### config.mk
export PLATFORM = sky130hd
export DESIGN_NAME = sevenseg_capture
export DESIGN_NICKNAME = d
export VERILOG_FILES = /design/src/rtl/sevenseg_pkg.sv /design/src/rtl/sevenseg_pattern_dec.sv /design/src/rtl/sevenseg_capture.sv
export SDC_FILE = /design/constraint.sdc
export NUM_CORES = 1
export LEC_CHECK = 0
export CAP_MARGIN = 20
export CORE_ASPECT_RATIO = 0.9
export CORE_MARGIN = 3
export CORE_UTILIZATION = 65
export DETAILED_ROUTE_END_ITERATION = 7
export DONT_BUFFER_PORTS = 1
export GPL_TIMING_DRIVEN = 0
export PLACE_DENSITY = 0.81
export SYNTH_ARGS = -nofsm -noshare
export SYNTH_HDL_FRONTEND = slang
export SYNTH_SLANG_ARGS = --single-unit
### constraint.sdc
create_clock -name clk -period 4.39 [get_ports clk]
set_input_delay 1.0975 -clock clk [delete_from_list [all_inputs] [get_ports clk]]
set_output_delay 1.0975 -clock clk [all_outputs]
set_load 0.02 [all_outputs]
### src/rtl/sevenseg_pkg.sv
// sevenseg_pkg
// Shared definitions for the 7-segment bus capture block:
//   SEG_0..SEG_F   active-high segment patterns (gfedcba) for the hex digits
//   cap_state_t    capture FSM states
//   an_class_t     classification of the active-low digit-enable bus
//   an_classify    maps an[3:0] to its class
//   an_to_idx      maps a one-hot-low an[3:0] to the digit index
package sevenseg_pkg;

    localparam logic [6:0] SEG_0 = 7'b0111111;
    localparam logic [6:0] SEG_1 = 7'b0000110;
    localparam logic [6:0] SEG_2 = 7'b1011011;
    localparam logic [6:0] SEG_3 = 7'b1001111;
    localparam logic [6:0] SEG_4 = 7'b1100110;
    localparam logic [6:0] SEG_5 = 7'b1101101;
    localparam logic [6:0] SEG_6 = 7'b1111101;
    localparam logic [6:0] SEG_7 = 7'b0000111;
    localparam logic [6:0] SEG_8 = 7'b1111111;
    localparam logic [6:0] SEG_9 = 7'b1101111;
    localparam logic [6:0] SEG_A = 7'b1110111;
    localparam logic [6:0] SEG_B = 7'b1111100;
    localparam logic [6:0] SEG_C = 7'b0111001;
    localparam logic [6:0] SEG_D = 7'b1011110;
    localparam logic [6:0] SEG_E = 7'b1111001;
    localparam logic [6:0] SEG_F = 7'b1110001;

    typedef enum logic [1:0] {
        IDLE,
        SETTLE,
        HOLD
    } cap_state_t;

    typedef enum logic [1:0] {
        AN_SELECT,
        AN_BLANK,
        AN_ILLEGAL
    } an_class_t;

    // Exactly one low bit selects a digit; all high is a blanking gap.
    function automatic an_class_t an_classify(input logic [3:0] an);
        case (an)
            4'b1110, 4'b1101, 4'b1011, 4'b0111: return AN_SELECT;
            4'b1111:                            return AN_BLANK;
            default:                            return AN_ILLEGAL;
        endcase
    endfunction

    // Only meaningful when an_classify() reports AN_SELECT.
    function automatic logic [1:0] an_to_idx(input logic [3:0] an);
        case (an)
            4'b1101: return 2'd1;
            4'b1011: return 2'd2;
            4'b0111: return 2'd3;
            default: return 2'd0;
        endcase
    endfunction

endpackage

### src/rtl/sevenseg_pattern_dec.sv
// sevenseg_pattern_dec
// Combinational decoder from an active-low segment pattern back to a hex nibble.
// Ports:
//   seg_n   in   7  segment lines, active-low, bit6=g .. bit0=a
//   hit     out  1  pattern matches one of the 16 hex glyphs
//   nibble  out  4  decoded value (0 when hit is low)
module sevenseg_pattern_dec
    import sevenseg_pkg::*;
(
    input  logic [6:0] seg_n,
    output logic       hit,
    output logic [3:0] nibble
);

    logic [6:0] seg_on;

    assign seg_on = ~seg_n;

    // Exact match against the glyph table; anything else is a miss.
    always_comb begin
        hit    = 1'b1;
        nibble = 4'h0;
        case (seg_on)
            SEG_0:   nibble = 4'h0;
            SEG_1:   nibble = 4'h1;
            SEG_2:   nibble = 4'h2;
            SEG_3:   nibble = 4'h3;
            SEG_4:   nibble = 4'h4;
            SEG_5:   nibble = 4'h5;
            SEG_6:   nibble = 4'h6;
            SEG_7:   nibble = 4'h7;
            SEG_8:   nibble = 4'h8;
            SEG_9:   nibble = 4'h9;
            SEG_A:   nibble = 4'hA;
            SEG_B:   nibble = 4'hB;
            SEG_C:   nibble = 4'hC;
            SEG_D:   nibble = 4'hD;
            SEG_E:   nibble = 4'hE;
            SEG_F:   nibble = 4'hF;
            default: hit    = 1'b0;
        endcase
    end

endmodule

### src/rtl/sevenseg_capture.sv
// sevenseg_capture
// Reader side of a 4-digit multiplexed 7-segment display bus. Synchronizes the
// bus, waits for each digit to settle, decodes it and rebuilds the displayed
// 16-bit value, tracks complete 0->1->2->3 scans and ages out stale digits.
// Optional feature macro: SEVENSEG_CAP_ERRCNT_EN adds the err_cnt output.
// Ports:
//   clk          in   1   system clock
//   rst          in   1   synchronous reset, active-high
//   seg          in   7   segment lines, active-low, bit6=g .. bit0=a (async)
//   an           in   4   digit enables, active-low one-hot, an[0]=rightmost (async)
//   value        out  16  captured value, digit i in value[4*i+3:4*i]
//   digit_valid  out  4   digit i holds a decoded, non-stale nibble
//   frame_stb    out  1   one-cycle pulse after a full in-order scan
//   err          out  1   sticky: unknown pattern or multi-hot an seen
//   err_cnt      out  8   (SEVENSEG_CAP_ERRCNT_EN only) saturating error count
module sevenseg_capture
    import sevenseg_pkg::*;
#(
    parameter int STABLE_CYCLES  = 4,
    parameter int TIMEOUT_CYCLES = 100000
) (
    input  logic        clk,
    input  logic        rst,
    input  logic [6:0]  seg,
    input  logic [3:0]  an,
    output logic [15:0] value,
    output logic [3:0]  digit_valid,
    output logic        frame_stb,
    output logic        err
`ifdef SEVENSEG_CAP_ERRCNT_EN
    ,
    output logic [7:0]  err_cnt
`endif
);

    localparam int CNT_W = $clog2(STABLE_CYCLES + 1);
    localparam int TMO_W = $clog2(TIMEOUT_CYCLES + 1);
    localparam logic [CNT_W-1:0] CNT_LAST = CNT_W'(STABLE_CYCLES - 1);
    localparam logic [TMO_W-1:0] TMO_MAX  = TMO_W'(TIMEOUT_CYCLES);

    logic [6:0]       seg_s1, seg_s2, seg_prev;
    logic [3:0]       an_s1, an_s2, an_prev;
    cap_state_t       state, state_next;
    logic [CNT_W-1:0] cnt, cnt_next;
    logic [TMO_W-1:0] idle_cnt;
    logic [1:0]       ptr;
    logic             commit;
    logic             illegal_seen;
    logic             bus_changed;
    an_class_t        an_cls;
    logic [1:0]       idx;
    logic             dec_hit;
    logic [3:0]       dec_nibble;

    assign bus_changed = {an_s2, seg_s2} != {an_prev, seg_prev};
    assign an_cls      = an_classify(an_s2);
    assign idx         = an_to_idx(an_s2);

    sevenseg_pattern_dec u_dec (
        .seg_n  (seg_s2),
        .hit    (dec_hit),
        .nibble (dec_nibble)
    );

    // Two-flop synchronizers plus a copy of the previous synchronized sample,
    // which is what "settled" is judged against. Reset parks everything on a
    // blank bus so no digit can appear to be selected out of reset.
    always_ff @(posedge clk) begin
        if (rst) begin
            seg_s1   <= '1;
            seg_s2   <= '1;
            seg_prev <= '1;
            an_s1    <= '1;
            an_s2    <= '1;
            an_prev  <= '1;
            state    <= IDLE;
            cnt      <= '0;
        end else begin
            seg_s1   <= seg;
            seg_s2   <= seg_s1;
            seg_prev <= seg_s2;
            an_s1    <= an;
            an_s2    <= an_s1;
            an_prev  <= an_s2;
            state    <= state_next;
            cnt      <= cnt_next;
        end
    end

    // Settle FSM: a newly selected digit starts counting at 1; identical
    // samples count up and the digit commits once when the count reaches
    // STABLE_CYCLES. HOLD blocks repeat commits until the bus moves. With
    // STABLE_CYCLES==1 the first sample already counts as settled.
    always_comb begin
        state_next   = state;
        cnt_next     = cnt;
        commit       = 1'b0;
        illegal_seen = 1'b0;
        case (state)
            IDLE: begin
                if (an_cls == AN_SELECT) begin
                    state_next = SETTLE;
                    cnt_next   = CNT_W'(1);
                    if (STABLE_CYCLES == 1) begin
                        commit     = 1'b1;
                        state_next = HOLD;
                    end
                end else if (an_cls == AN_ILLEGAL) begin
                    illegal_seen = 1'b1;
                end
            end
            SETTLE, HOLD: begin
                if (bus_changed) begin
                    if (an_cls == AN_SELECT) begin
                        state_next = SETTLE;
                        cnt_next   = CNT_W'(1);
                        if (STABLE_CYCLES == 1) begin
                            commit     = 1'b1;
                            state_next = HOLD;
                        end
                    end else begin
                        state_next   = IDLE;
                        illegal_seen = (an_cls == AN_ILLEGAL);
                    end
                end else if (state == SETTLE) begin
                    if (cnt == CNT_LAST) begin
                        commit     = 1'b1;
                        state_next = HOLD;
                    end else begin
                        cnt_next = cnt + CNT_W'(1);
                    end
                end
            end
            default: state_next = IDLE;
        endcase
    end

    // Commit datapath, in-order scan tracker and staleness timeout. A miss
    // invalidates the digit but leaves its old nibble in place. The idle
    // counter saturates at the timeout so stale digits stay invalid.
    always_ff @(posedge clk) begin
        if (rst) begin
            value       <= '0;
            digit_valid <= '0;
            frame_stb   <= 1'b0;
            err         <= 1'b0;
            ptr         <= '0;
            idle_cnt    <= '0;
        end else begin
            frame_stb <= 1'b0;
            if (illegal_seen) begin
                err <= 1'b1;
            end
            if (commit) begin
                idle_cnt <= '0;
                if (dec_hit) begin
                    value[4*idx +: 4] <= dec_nibble;
                    digit_valid[idx]  <= 1'b1;
                    if (idx == ptr) begin
                        if (ptr == 2'd3) begin
                            frame_stb <= 1'b1;
                            ptr       <= 2'd0;
                        end else begin
                            ptr <= ptr + 2'd1;
                        end
                    end else begin
                        ptr <= (idx == 2'd0) ? 2'd1 : 2'd0;
                    end
                end else begin
                    digit_valid[idx] <= 1'b0;
                    err              <= 1'b1;
                    ptr              <= 2'd0;
                end
            end else if (idle_cnt != TMO_MAX) begin
                idle_cnt <= idle_cnt + TMO_W'(1);
            end else begin
                digit_valid <= '0;
                ptr         <= 2'd0;
            end
        end
    end

`ifdef SEVENSEG_CAP_ERRCNT_EN
    // Counts miss commits and transitions onto an illegal enable pattern,
    // so a multi-hot bus that just sits there is counted only once.
    always_ff @(posedge clk) begin
        if (rst) begin
            err_cnt <= '0;
        end else if (((commit && !dec_hit) || (illegal_seen && bus_changed))
                     && (err_cnt != 8'hFF)) begin
            err_cnt <= err_cnt + 8'd1;
        end
    end
`endif

endmodule

---- Word level (Yosys, flattened, before mapping) ----
Index checks and enable logic that the tools add are counted.
word-level totals
  register bits ........................... 79
  latch bits .............................. 0
  RAM bits ................................ 0
  memory bits (read-only) ................. 0
  word-level logic and storage cells ...... 116
  memories kept ........................... 0
operators by class
  add/subtract/negate cells ............... 4
  multipliers ............................. 0
  divide/modulo/power cells ............... 0
  order comparisons ....................... 2
  eq/ne operators ......................... 34
  shift operators ......................... 2
  muxes and demuxes ....................... 40
  bitwise gates (word level) .............. 7
  reduce and logical (&&, ||, !) cells .... 13
operator list
  operator                 number
  $eq 7x7->1 const B       12
  $pmux 4 s15              1
  $neg 4->34               1
  $shift 4x34->16 const A  1
  $shiftx 4x34->16         1
  $mux 2                   9
  $add 17x1->17 const B    1
  $ne 17x17->1 const B     1
  $bwmux 16                1
  $eq 4x4->1 const B       4
  $mux 1                   16
  $reduce_or 16->1         1
  $eq 7x3->1 const B       2
  $eq 7x6->1 const B       2
  $mux 3                   4
  $mux 4                   3
  $ne 11x11->1             1
  $ne 3x3->1 const B       3
  $pmux 2 s2               2
  $reduce_or 4->1          2
  $not 7->7                1
  $eq 2x2->1 const B       3
  $logic_not 2->1          3
  $pmux 2 s3               1
  21 further kinds         26

---- Depth between registers and ports, before layout ----
Gate-level depths: netlist (run 1).
  depth after elaboration ................. 10
  gate-level depth with buffers ........... 10

---- Hierarchy ----
Synthesis (run 1) repeated with hierarchy kept, for this count alone.
unflattened totals
  cells, all modules ...................... 430
  area total of the unflattened synthesis .. 3,803.6 µm²
modules (own cells, without submodules)
  module                instances  cells an instance  area an instance (µm²)  seq. area each (µm²)
  sevenseg_capture      1          379                3,449.6                 1,581.5
  sevenseg_pattern_dec  1          51                 354.1                   0.0

---- Worst setup path before layout (run 1) ----
No wires, ideal clock.
  kind .................................... flip-flop to flip-flop
  from .................................... register an_s2[3]
  to ...................................... register value[12]
  library setup time ...................... 0.072 ns
  arrival ................................. 2.026 ns
  slack ................................... 2.293 ns
  cell stages (with the launch flop) ...... 9
  buffers on the path ..................... 2
  clock period less this slack ............ 2.097 ns
  path through ............................ dfxtp_1 > buf_2 > xnor2_1 > or2_2 > clkbuf_1 > ha_1 > nor4_1 > o21ai_0 > mux2i_1
on the way
  cells in the longest elaborated chain, start to end .. 5
  elaborated cells on any way between the ends .. 12
  those cells by class .................... 1 x add/sub; 4 x eq/ne; 2 x shift; 4 x mux; 1 x reduce/logical
ends and longest elaborated chain
  item                                                 line                     RTL
  start, declared                                      sevenseg_capture.sv:42   logic [3:0] an_s1, an_s2, an_prev;
  start signal, assigned                               sevenseg_capture.sv:83   an_s2 <= an_s1;
  $eq 4x3->1 or $eq 4x4->1 (tied branches)             sevenseg_pkg.sv:50       case (an)
  $pmux 2 s3                                           sevenseg_pkg.sv:50
  $neg 4->34                                           sevenseg_capture.sv:157  value[4*idx +: 4] <= dec_nibble;
  $shiftx 4x34->16 or $shift 4x34->16 (tied branches)  sevenseg_capture.sv:157
  $bwmux 16                                            sevenseg_capture.sv:157
  end signal, assigned by index                        sevenseg_capture.sv:157
  end, declared                                        sevenseg_capture.sv:26   output logic [15:0] value,
Parallel ways exist; a longest one is shown, timed or not.
A chain may end at the register's enable or synchronous reset.

---- Worst setup path after layout (run 1) ----
Ends and elaborated chain as after synthesis.

==> results.md, run 1 <==
* Status: completed
* Mapped Nets at about 470
* CP Capture Type: flip-flop
* Sequential fraction of the synthesis area at 0.394
* Syn_area_per_cell at approximately 9 um2
* CP max stage cell: nor4_1
* Family with the most delay on the worst path: simple AND/OR/NAND/NOR gates
* Setup repair bufs after CTS at 0
* EDFF count, synth at 0
* Most common library cells after synthesis: dfxtp_1, nand2_1, or2_2
* CTS tree: yes
* First-pass GRT wire length at ~14 mm
* Worst path max stage delay at ~0.57 ns
* Arrival time worst endpoint at 2.77 ns
* Fin. Hold Viols at 0
* Std cell rows at 26
* Max_cap viols at 0
* Synth Register Bits at 79
* Resize count post-CTS at 0
* Largest family of logic cells by synthesized area: simple AND/OR/NAND/NOR gates
* DRC errors left at 0
* Post-Synth XOR/XNOR Area at 0.0795
* Worst slew pin tran at just under 0.9 ns
* Drt wl/cell at approximately 15 um
* Synth top area cells: dfxtp_1, mux2i_1, or2_2
* Hold Buf Count CTS at 0
* Layout area overhead at 7.20%
* Grt ovf at 0
* Largest net degree at the start of global routing at 16
* Max-slew violations at 0
* WL final at ~8.1 mm
* Cell accounting for the most synthesized area: dfxtp_1
* DRT antenna net count at 0
* Worst skew pair latency at 0.35 ns
* Rel. slew slack at 0.412
* R2R setup slack at 1.90 ns
* Vias in the first global route at 2961
* I/O Buffers at 0
* Element type at the critical path start: flip-flop
* Antenna violations before repair at 0
* HP Class: reg2reg
* Clock tree buffer depth at 2
* Die Footprint at 0.00715 mm2
* Synth Area in Compound Gates at 0.112
* Worst-path clk slew at ~0.080 ns
* Hold slack final at just over 0.4 ns
* Pwr/cell area at 335 mW/mm2
* Core Region at 0.00582 mm2
* GR Util All Layers at 0.246
* FMAX at about 0.40 GHz
* Synth Instances at approximately 440
* Starting Density at 0.689
* Adder-cell share of the synthesized area at 0.0399
* Count leader, synth: dfxtp_1
* Asr flop ratio synth at 0
* TritonCTS buffer count at 9
* Fin crit share at 0.566
* Via count at roughly 3.1k
* Crit path buf inv count at 2
* Crit Path Max Fanout at 9
* Worst EP required at 4.68 ns
* Fin util at 0.739
* Unrepaired setup endpoints after global routing: no
* Worst path cell trace: buf_2 > xnor2_1 > or2_2 > clkbuf_1 > ha_1 > nor4_1 > o21ai_0 > mux2i_1
* GPL Wtd Cong at approximately 0.82
* Layout cells sized above 1 at 0.181
* DRT iter0 DRCs at approximately 170
* Distinct cells, synth at 65
* Synth Warn # at 0
* Setup TNS at 0 ns
* Mapped cell area at ~0.004 mm2
* Antenna diodes at 0
* Crit path time final at between 2 and 2.5 ns
* Die Ht at between 80 and 90 um
* H-Tree Depth at 3
* Layout Skew at a little under 0.009 ns
* Die width at roughly 90 um
* Primary FF master, synth: dfxtp_1
* Post-synthesis mux area share at 0.0577
* Synth top area share at 0.394
* Clock sinks at slightly below 80
* Lkg Pwr at 1.59 nW
* TritonRoute pass-1 iters at 5
* Vias/cell at between 5 and 6
* Hpwl dp at approximately 5.8 mm
* Root Driver: clkbuf_8
* VDD IR-drop max at 0.251 mV
* Fin nets at ~480
* Synth Area in Simple Gates at 0.248
* WS Path Type: reg2reg
* Final setup fails at 0
* Top-Level Pins at 35
## flip-flops by register name, indices dropped and copies added, names as in the netlist
register	cells
an_prev	4
an_s1	4
an_s2	4
cnt	3
digit_valid	4
err	1
frame_stb	1
idle_cnt	17
ptr	2
seg_prev	7
seg_s1	7
seg_s2	7
state	2
value	16
## logic make-up after synthesis
logic type      after synthesis
fa+ha+maj                    13
simple gates                186
mux                          23
xor+xnor                     33
compound gates               55
buf+inv                      53
flops                        79
## where the power goes
part	switching [mW]	internal [mW]
registers	0.0129	0.735
logic	0.0876	0.0579
clock network	0.278	0.268
total	0.378	1.06
## metal layers
metal	track usage	routed length, um
met2	0.417	3890
met5	0	0
met1	0.310	3670
met4	0.0589	81
met3	0.0615	424
## layout make-up
cell class,instances,area (um2)
Clock inverter,7,77.6
Fill cell,449,1520
Clock buffer,9,124
Sequential cell,79,1580
Multi-Input combinational cell,310,2160
Inverter,23,86.3
Buffer,30,188
Tap cell,70,87.6
## worst register-to-register path, cell delays in order (launching register included)
cell and delay, ns:
dfxtp_1 0.30, buf_2 0.18, xnor2_1 0.16, or2_2 0.29, clkbuf_1 0.21, ha_1 0.36, nor4_1 0.57, o21ai_0 0.19
mux2i_1 0.16
## cell usage in the layout (no fill, tap or decap), types with 8 or more instances in the layout
cell type,count
buf_6,8
ha_1,12
clkbuf_8,9
xnor2_1,17
inv_1,22
nand4_1,12
clkbuf_1,15
or2_2,34
o21ai_0,10
nor2_1,26
nand3_1,13
dfxtp_1,79
nor3_1,11
xor2_1,12
nand2_1,49
mux2i_1,22
## metrics by stage
stage | area (um2) | instances | total power [mW] | worst slack [ns]
3_3_place_gp | 4100 | 512 | 0.901 | 1.96
3_5_place_dp | 4100 | 512 | 0.907 | 1.90
5_1_grt | 4300 | 528 | 1.50 | 1.67
4_1_cts | 4300 | 528 | 1.45 | 1.89
6_report | 4300 | 528 | 1.44 | 1.90
2_1_floorplan | 4010 | 442 | 0.876 | 2.29
## final timing paths
check                      startpoint                     end  cells past startpoint
setup / recovery  an_s2[3]$_SDFF_PP1_  value[12]$_SDFFE_PP0P_                      8
hold / removal    an_s1[2]$_SDFF_PP1_     an_s2[2]$_SDFF_PP1_                      1
setup reg to reg  an_s2[3]$_SDFF_PP1_  value[12]$_SDFFE_PP0P_                      8
hold reg to reg   an_s1[2]$_SDFF_PP1_     an_s2[2]$_SDFF_PP1_                      1
Power figures use the tool's default switching activity.
==> run 2: changes to the inputs <==
--- a/config.mk
+++ b/config.mk
@@ -8,11 +8,11 @@
 export CAP_MARGIN = 20
 export CORE_ASPECT_RATIO = 0.9
 export CORE_MARGIN = 3
-export CORE_UTILIZATION = 65
+export CORE_UTILIZATION = 63
 export DETAILED_ROUTE_END_ITERATION = 7
 export DONT_BUFFER_PORTS = 1
 export GPL_TIMING_DRIVEN = 0
-export PLACE_DENSITY = 0.81
+export PLACE_DENSITY = 0.79
 export SYNTH_ARGS = -nofsm -noshare
 export SYNTH_HDL_FRONTEND = slang
 export SYNTH_SLANG_ARGS = --single-unit
==> constraint.sdc (replaced) <==
create_clock -name clk -period 2.3 [get_ports clk]
set_input_delay 0.575 -clock clk [delete_from_list [all_inputs] [get_ports clk]]
set_output_delay 0.575 -clock clk [all_outputs]
set_load 0.02 [all_outputs]
==> run 2 against run 1 <==
  * Clock power up 96%
  * Sequential power up 91%
  * Worst setup slack worse by 1.8 ns
  * Routed wire length up 1.5%
  * Design area up 2.4%
  * Global-route usage down 1.3 points
  * Register-to-register slack worse by 1.8 ns
  * Via count up 0.29%
  * Critical path type unchanged
==> results.md, run 2 (synthesis gave the netlist of run 1 again) <==
* CP Capture Type: flip-flop
* Largest Register: idle_cnt
* Clock tree buffer depth at 2 (unchanged)
* Layout Skew at 0.00706 ns (-0.00181 ns)
* Vias in the first global route at 2903 (-2.0%)
* Worst path cell trace: ha_1 > ha_2 > nand3_1 > or4_4 > buf_6 > a211oi_4 > buf_4 > mux2i_1
* Final WS setup at 0.107 ns (-1.80 ns)
* Max reg flops at 17 (unchanged)
* VDD IR-drop max at 0.556 mV (+120%)
* WS Path Type: reg2reg
* Worst EP required at 2.58 ns (-2.10 ns)
* Pwr/cell area at 632 mW/mm2 (+89%)
* Lkg Pwr at 1.61 nW (+1.4%)
* Die Ht at 81.7 um (+1.5%)
* Die width at 90.1 um (+1.5%)
* Fin crit share at 0.953 (+0.387)
* FMAX at 0.456 GHz (+13%)
* Rel. slew slack at 0.548 (+0.136)
* Commonest non-fill, non-tap cell in the layout: dfxtp_1
* Status: completed
* Reg2Reg Depth at 8 (unchanged)
* Std cell rows at 26 (unchanged)
* Final setup fails at 0 (unchanged)
* Reg power frac at 0.514 (-0.005)
* Vias/cell at 5.74 (-2.1%)
* Hpwl dp at 5.74 mm (-1.3%)
* Post-Place Worst Slack at -0.214 ns (-2.12 ns)
* Layout Cells excl Fill at 541 (+2.5%)
* DRT antenna net count at 0 (unchanged)
* Grt ovf at 0 (unchanged)
* Core Region at 0.00592 mm2 (+1.7%)
* GPL Wtd Cong at 0.887 (+7.7%)
* Worst path max stage delay at 0.56 ns (about the same)
* Fin. Hold Viols at 0 (unchanged)
* Placed Cells at 526 (+2.7%)
* Layout cells sized above 1 at 0.214 (+0.0332)
* First-pass GRT wire length at 13.7 mm (-1.1%)
* H-Tree Depth at 3 (unchanged)
* Hold_sp: an[2]
* I/O Buffers at 0 (unchanged)
* Sw frac at 0.240 (-0.0229)
* Die Footprint at 0.00736 mm2 (+2.9%)
* Number of fill cells at 445 (-0.89%)
* Top flop regs: idle_cnt x17, value x16
* Arrival time worst endpoint at 2.47 ns (-0.30 ns)
* DRC errors left at 0 (unchanged)
* Unrepaired setup endpoints after global routing: no
* Hold depth at 1 (unchanged)
* GR Util All Layers at 0.233 (-0.0127)
* Starting Density at 0.678 (-0.0114)
* Hold Buf Count CTS at 0 (unchanged)
* Antenna diodes at 0 (unchanged)
* TritonCTS buffer count at 9 (unchanged)
* Via count at 3107 (+0.29%)
* Crit path time final at 2.19 ns (-0.293 ns)
* Max_cap viols at 0 (unchanged)
* Clock sinks at 79 (unchanged)
* Element type at the critical path start: flip-flop
* Most frequent cells in the layout: dfxtp_1, nand2_1, or2_2
* Worst skew pair latency at 0.35 ns (about the same)
* Cell internal pwr at 2.12 mW (+99%)
* P_sw at 0.668 mW (+77%)
* TritonRoute pass-1 iters at 4 (-1)
* CP max stage cell: or4_4
* Fin nets at 479 (+0.21%)
* CTS tree: yes
* Reg-to-Reg End: value[1]$_SDFFE_PP0P_
* Worst-path clk slew at 0.08 ns (about the same)
* Worst slew pin tran at 0.678 ns (-0.191 ns)
* DRT iter0 DRCs at 159 (-7.6%)
* Combinational power share at 0.104 (+0.003)
* Drt wl/cell at 15.1 um (-0.98%)
* Layout area overhead at 9.73%
* Root Driver: clkbuf_8
* HP Class: in2reg
* Reg-to-reg critical path startpoint: cnt[0]$_SDFFE_PP0P_
* Max-slew violations at 0 (unchanged)
* Hold Path Sink: an_s1[2]$_SDFF_PP1_
* Largest net degree at the start of global routing at 13 (-3)
* Crit Path Max Fanout at 5 (-4)
* Top-Level Pins at 35 (unchanged)
* R2R setup slack at 0.11 ns (-1.80 ns)
* Clock power frac at 0.383 (+0.003)
* WL final at 8.19 mm (+1.5%)
* Antenna violations before repair at 0 (unchanged)
==> run 2: changes by cell type in the layout (fill, tap and decap cells not counted), sizes merged <==
cell    change
clkbuf      -2
clkinv      -1
inv         -3
buf         +4
bufinv      +1
==> run 2: how the worst max path moves through the flow <==
stage	from	end	slack (ns)
floorplan	an_s2[3]$_SDFF_PP1_	value[12]$_SDFFE_PP0P_	0.20
global placement	an_s2[3]$_SDFF_PP1_	value[12]$_SDFFE_PP0P_	-0.15
detailed placement	an_s2[3]$_SDFF_PP1_	value[12]$_SDFFE_PP0P_	-0.21
CTS	an_s2[3]$_SDFF_PP1_	value[12]$_SDFFE_PP0P_	-0.001
global route	cnt[0]$_SDFFE_PP0P_	value[9]$_SDFFE_PP0P_	0.01
finish	cnt[0]$_SDFFE_PP0P_	value[1]$_SDFFE_PP0P_	0.11
==> run 2: stage by stage <==
step,power [mW],hold WS [ns],TNS [ns],util,instance area (um2)
floorplan,1.67,0.389,0,-,4010
global placement,1.72,0.392,-0.341,0.695,4120
detailed placement,1.73,0.394,-0.609,0.695,4120
CTS,2.79,0.311,-0.00123,0.735,4350
global route,2.91,0.295,0,0.744,4400
finish,2.78,0.323,0,0.744,4400
==> run 2: metal layers <==
layer	wire, um	track usage
met1	3860	0.296
met2	3750	0.386
met3	490	0.0769
met4	87	0.0612
met5	0	0
==> run 2: layout make-up <==
cell class	instances	area, um2	area share
plain buffers	27	180	0.0409
clock buffers	10	128	0.0290
clock inverters	4	72.6	0.0165
inverters	23	86.3	0.0196
multi-input cells	310	2220	0.504
flip-flops and latches	79	1580	0.360
well taps	84	105	0.0239
repair buffers	4	30.0	0.00682
==> run 2: worst max-delay path: cells and delay by family, from the launching register on <==
kind | cells | cell delay (ns)
AO/OA/AOI/OAI | 1 | 0.19
adder cells (fa/ha/maj) | 2 | 0.37
buffers and inverters | 2 | 0.35
flip-flops | 1 | 0.36
multiplexers | 1 | 0.18
AND/OR/NAND/NOR | 2 | 0.68
==> run 2: repair_timing <==
action	CTS	global route
setup endpoints to repair	16	38
hold endpoints to repair	0	0
pin swaps	3	3
buffers inserted	1	3
gates resized for setup	6	11
==> run 2: power by group through the flow <==
stage | Combinational, mW | Sequential [mW] | Clock [mW]
after floorplan | 0.220 | 1.45 | 0
after global placement | 0.263 | 1.46 | 0
after detailed placement | 0.272 | 1.46 | 0
after CTS | 0.282 | 1.43 | 1.09
after global routing | 0.321 | 1.43 | 1.15
final | 0.289 | 1.43 | 1.07
==> run 3: changes to the inputs <==
--- a/config.mk
+++ b/config.mk
@@ -8,11 +8,11 @@
 export CAP_MARGIN = 20
 export CORE_ASPECT_RATIO = 0.9
 export CORE_MARGIN = 3
-export CORE_UTILIZATION = 63
+export CORE_UTILIZATION = 58
 export DETAILED_ROUTE_END_ITERATION = 7
-export DONT_BUFFER_PORTS = 1
 export GPL_TIMING_DRIVEN = 0
-export PLACE_DENSITY = 0.79
+export HOLD_SLACK_MARGIN = 0.03
+export PLACE_DENSITY = 0.8
 export SYNTH_ARGS = -nofsm -noshare
 export SYNTH_HDL_FRONTEND = slang
 export SYNTH_SLANG_ARGS = --single-unit
==> run 3 against run 2 <==
  * Die area increased by 8.0%
  * Utilization decreased by 3.3 points
  * Fmax decreased by 0.80%
  * Sequential power about the same
  * Worst setup slack got worse by 0.018 ns
  * Sequential cell count unchanged
  * Hold slack improved by 0.086 ns
  * Design area increased by 7.4%
  * Combinational power increased by 7.6%
  * Clock skew increased by 0.0018 ns
  * Sequential share of layout area decreased by 2.5 points
  * Cell count increased by 7.4%
  * Largest cell class unchanged
  * Highest routed layer unchanged
==> results.md, run 3 (synthesis gave the netlist of run 1 again) <==
* Combinational power share at 0.115 (+0.011)
* WS Path Type: reg2reg
* Worst-path clk slew at 0.07 ns (about the same)
* Max reg flops at 17 (unchanged)
* Core Region at 0.00666 mm2 (+12%)
* WL final at 8.41 mm (+2.7%)
* Fin crit share at 0.961 (+0.00770)
* CP Capture Type: flip-flop
* Drt wl/cell at 14.5 um (-4.4%)
* Most frequent cells in the layout: dfxtp_1, nand2_1, or2_2, clkdlybuf4s50_1, nor2_1
* First-pass GRT wire length at 14.3 mm (+4.7%)
* FMAX at 0.452 GHz (-0.80%)
* Clock tree buffer depth at 2 (unchanged)
* H-Tree Depth at 3 (unchanged)
* Final setup fails at 0 (unchanged)
* Layout area overhead at 17.9%
* VDD IR-drop max at 0.351 mV (-37%)
* Rel. slew slack at 0.553 (+0.00463)
* Worst Setup SP: state[1]$_SDFFE_PP0P_
* DRT antenna net count at 0 (unchanged)
* Max_cap viols at 0 (unchanged)
* Clock power frac at 0.357 (-0.026)
* Top flop regs: idle_cnt x17, value x16
* Starting Density at 0.603 (-0.0749)
* Crit path time final at 2.21 ns (+0.0177 ns)
* Vias in the first global route at 3153 (+8.6%)
* GR Util All Layers at 0.225 (-0.00736)
* Critical Path Sink: value[7]$_SDFFE_PP0P_
* Layout Skew at 0.00885 ns (+0.00180 ns)
* Clock sinks at 79 (unchanged)
* Vias/cell at 5.66 (-1.4%)
* Die width at 93.7 um (+3.9%)
* Element type at the critical path start: flip-flop
* Cell internal pwr at 2.02 mW (-4.7%)
* Grt ovf at 0 (unchanged)
* DRT iter0 DRCs at 141 (-11%)
* Layout cells sized above 1 at 0.200 (-0.0148)
* R2R setup slack at 0.09 ns (-0.02 ns)
* CTS tree: yes
* HP Class: reg2reg
* Pwr/cell area at 571 mW/mm2 (-9.7%)
* Status: completed
* Fin. Hold Viols at 0 (unchanged)
* Lkg Pwr at 1.72 nW (+6.6%)
* DRC errors left at 0 (unchanged)
* Via count at 3291 (+5.9%)
* Fin nets at 514 (+7.3%)
* Worst skew pair latency at 0.36 ns (about the same)
* Crit Path Max Fanout at 5 (unchanged)
* Post-Place Worst Slack at -0.237 ns (-0.0234 ns)
* Reg-to-Reg End: value[7]$_SDFFE_PP0P_
* Hpwl dp at 5.85 mm (+1.9%)
* Worst EP required at 2.58 ns (about the same)
* Final WS setup at 0.0897 ns (-0.0177 ns)
* I/O Buffers at 34 (+34)
* Top-Level Pins at 35 (unchanged)
* Sw frac at 0.253 (+0.0135)
* Reg-to-reg critical path startpoint: state[1]$_SDFFE_PP0P_
* Max-slew violations at 0 (unchanged)
* Root Driver: clkbuf_8
* Largest net degree at the start of global routing at 13 (unchanged)
* Antenna diodes at 0 (unchanged)
* P_sw at 0.685 mW (+2.5%)
* GPL Wtd Cong at 0.817 (-7.9%)
* TritonCTS buffer count at 9 (unchanged)
* Largest Register: idle_cnt
* Commonest non-fill, non-tap cell in the layout: dfxtp_1
* Std cell rows at 28 (+7.7%)
* Antenna violations before repair at 0 (unchanged)
* Die Ht at 84.9 um (+3.9%)
* Worst slew pin tran at 0.671 ns (-0.00694 ns)
* Die Footprint at 0.00795 mm2 (+8.0%)
* Hold slack final at 0.410 ns (+0.0863 ns)
* Reg2Reg Depth at 8 (unchanged)
* Reg power frac at 0.528 (+0.014)
* Arrival time worst endpoint at 2.49 ns (+0.02 ns)
* Total power at 2.70 mW (-3.0%)
* TritonRoute pass-1 iters at 4 (unchanged)
[run 3: cell count changes in the layout (fill, tap and decap cells not counted), sizes merged]
cell / delta
clkdlybuf4s50: +34
buf: +1
bufinv: -1
clkbuf: -1
clkinvlp: +1
[run 3: worst min path at each step]
stage,from,to,slack [ns],depth (start not counted)
final,an_s1[0]$_SDFF_PP1_,an_s2[0]$_SDFF_PP1_,0.41,1
after global routing,seg_s1[3]$_SDFF_PP1_,seg_s2[3]$_SDFF_PP1_,0.43,1
after detailed placement,seg_s1[1]$_SDFF_PP1_,seg_s2[1]$_SDFF_PP1_,0.39,1
after floorplan,an_s1[0]$_SDFF_PP1_,an_s2[0]$_SDFF_PP1_,0.39,1
after global placement,seg_s1[0]$_SDFF_PP1_,seg_s2[0]$_SDFF_PP1_,0.39,1
after CTS,an_s1[0]$_SDFF_PP1_,an_s2[0]$_SDFF_PP1_,0.41,1
[run 3: stage by stage]
stage	util	instances	TNS, ns	area [um2]
2_1_floorplan	-	442	0	4010
3_3_place_gp	0.671	566	-0.371	4470
3_5_place_dp	0.671	566	-0.754	4470
4_1_cts	0.701	581	-0.0488	4670
5_1_grt	0.711	581	-0.334	4730
6_report	0.711	581	0	4730
[run 3: power by group through the flow]
stage | Sequential (mW) | Combinational, mW | Clock, mW
final | 1.43 | 0.311 | 0.964
after global routing | 1.43 | 0.346 | 1.05
after global placement | 1.45 | 0.286 | 0
after floorplan | 1.45 | 0.220 | 0
after detailed placement | 1.46 | 0.295 | 0
after CTS | 1.42 | 0.302 | 0.985
[run 3: cell type report]
class / instances / area [um2]
Fill cell: 537 / 1930
Clock buffer: 9 / 124
Buffer: 27 / 180
Multi-Input combinational cell: 310 / 2210
Sequential cell: 79 / 1590
Timing Repair Buffer: 39 / 382
Inverter: 23 / 86.3
Clock inverter: 4 / 50.0
Tap cell: 90 / 113
[run 3: metal layers]
metal | GRT usage | vias up | part of all wire
met1 | 0.297 | 1554 | 0.45
li1 | - | 1613 | -
met3 | 0.0532 | 19 | 0.054
met2 | 0.358 | 105 | 0.48
met4 | 0.0892 | 0 | 0.021
met5 | 0 | - | 0
[run 3: repair_timing]
action / in CTS / in global routing
resized for setup: 4 / 12
pin swaps: 2 / 4
setup buffers: 2 / 3
setup endpoints to repair: 9 / 38
hold buffers: 0 / 0
[run 3: critical path: stages, from the launching register on]
cell and delay (ns):
dfxtp_1 0.37, inv_1 0.08, ha_1 0.30, nand3_1 0.11
or4_4 0.56, buf_6 0.16, a211oi_4 0.21, buf_6 0.16
mux2i_1 0.19
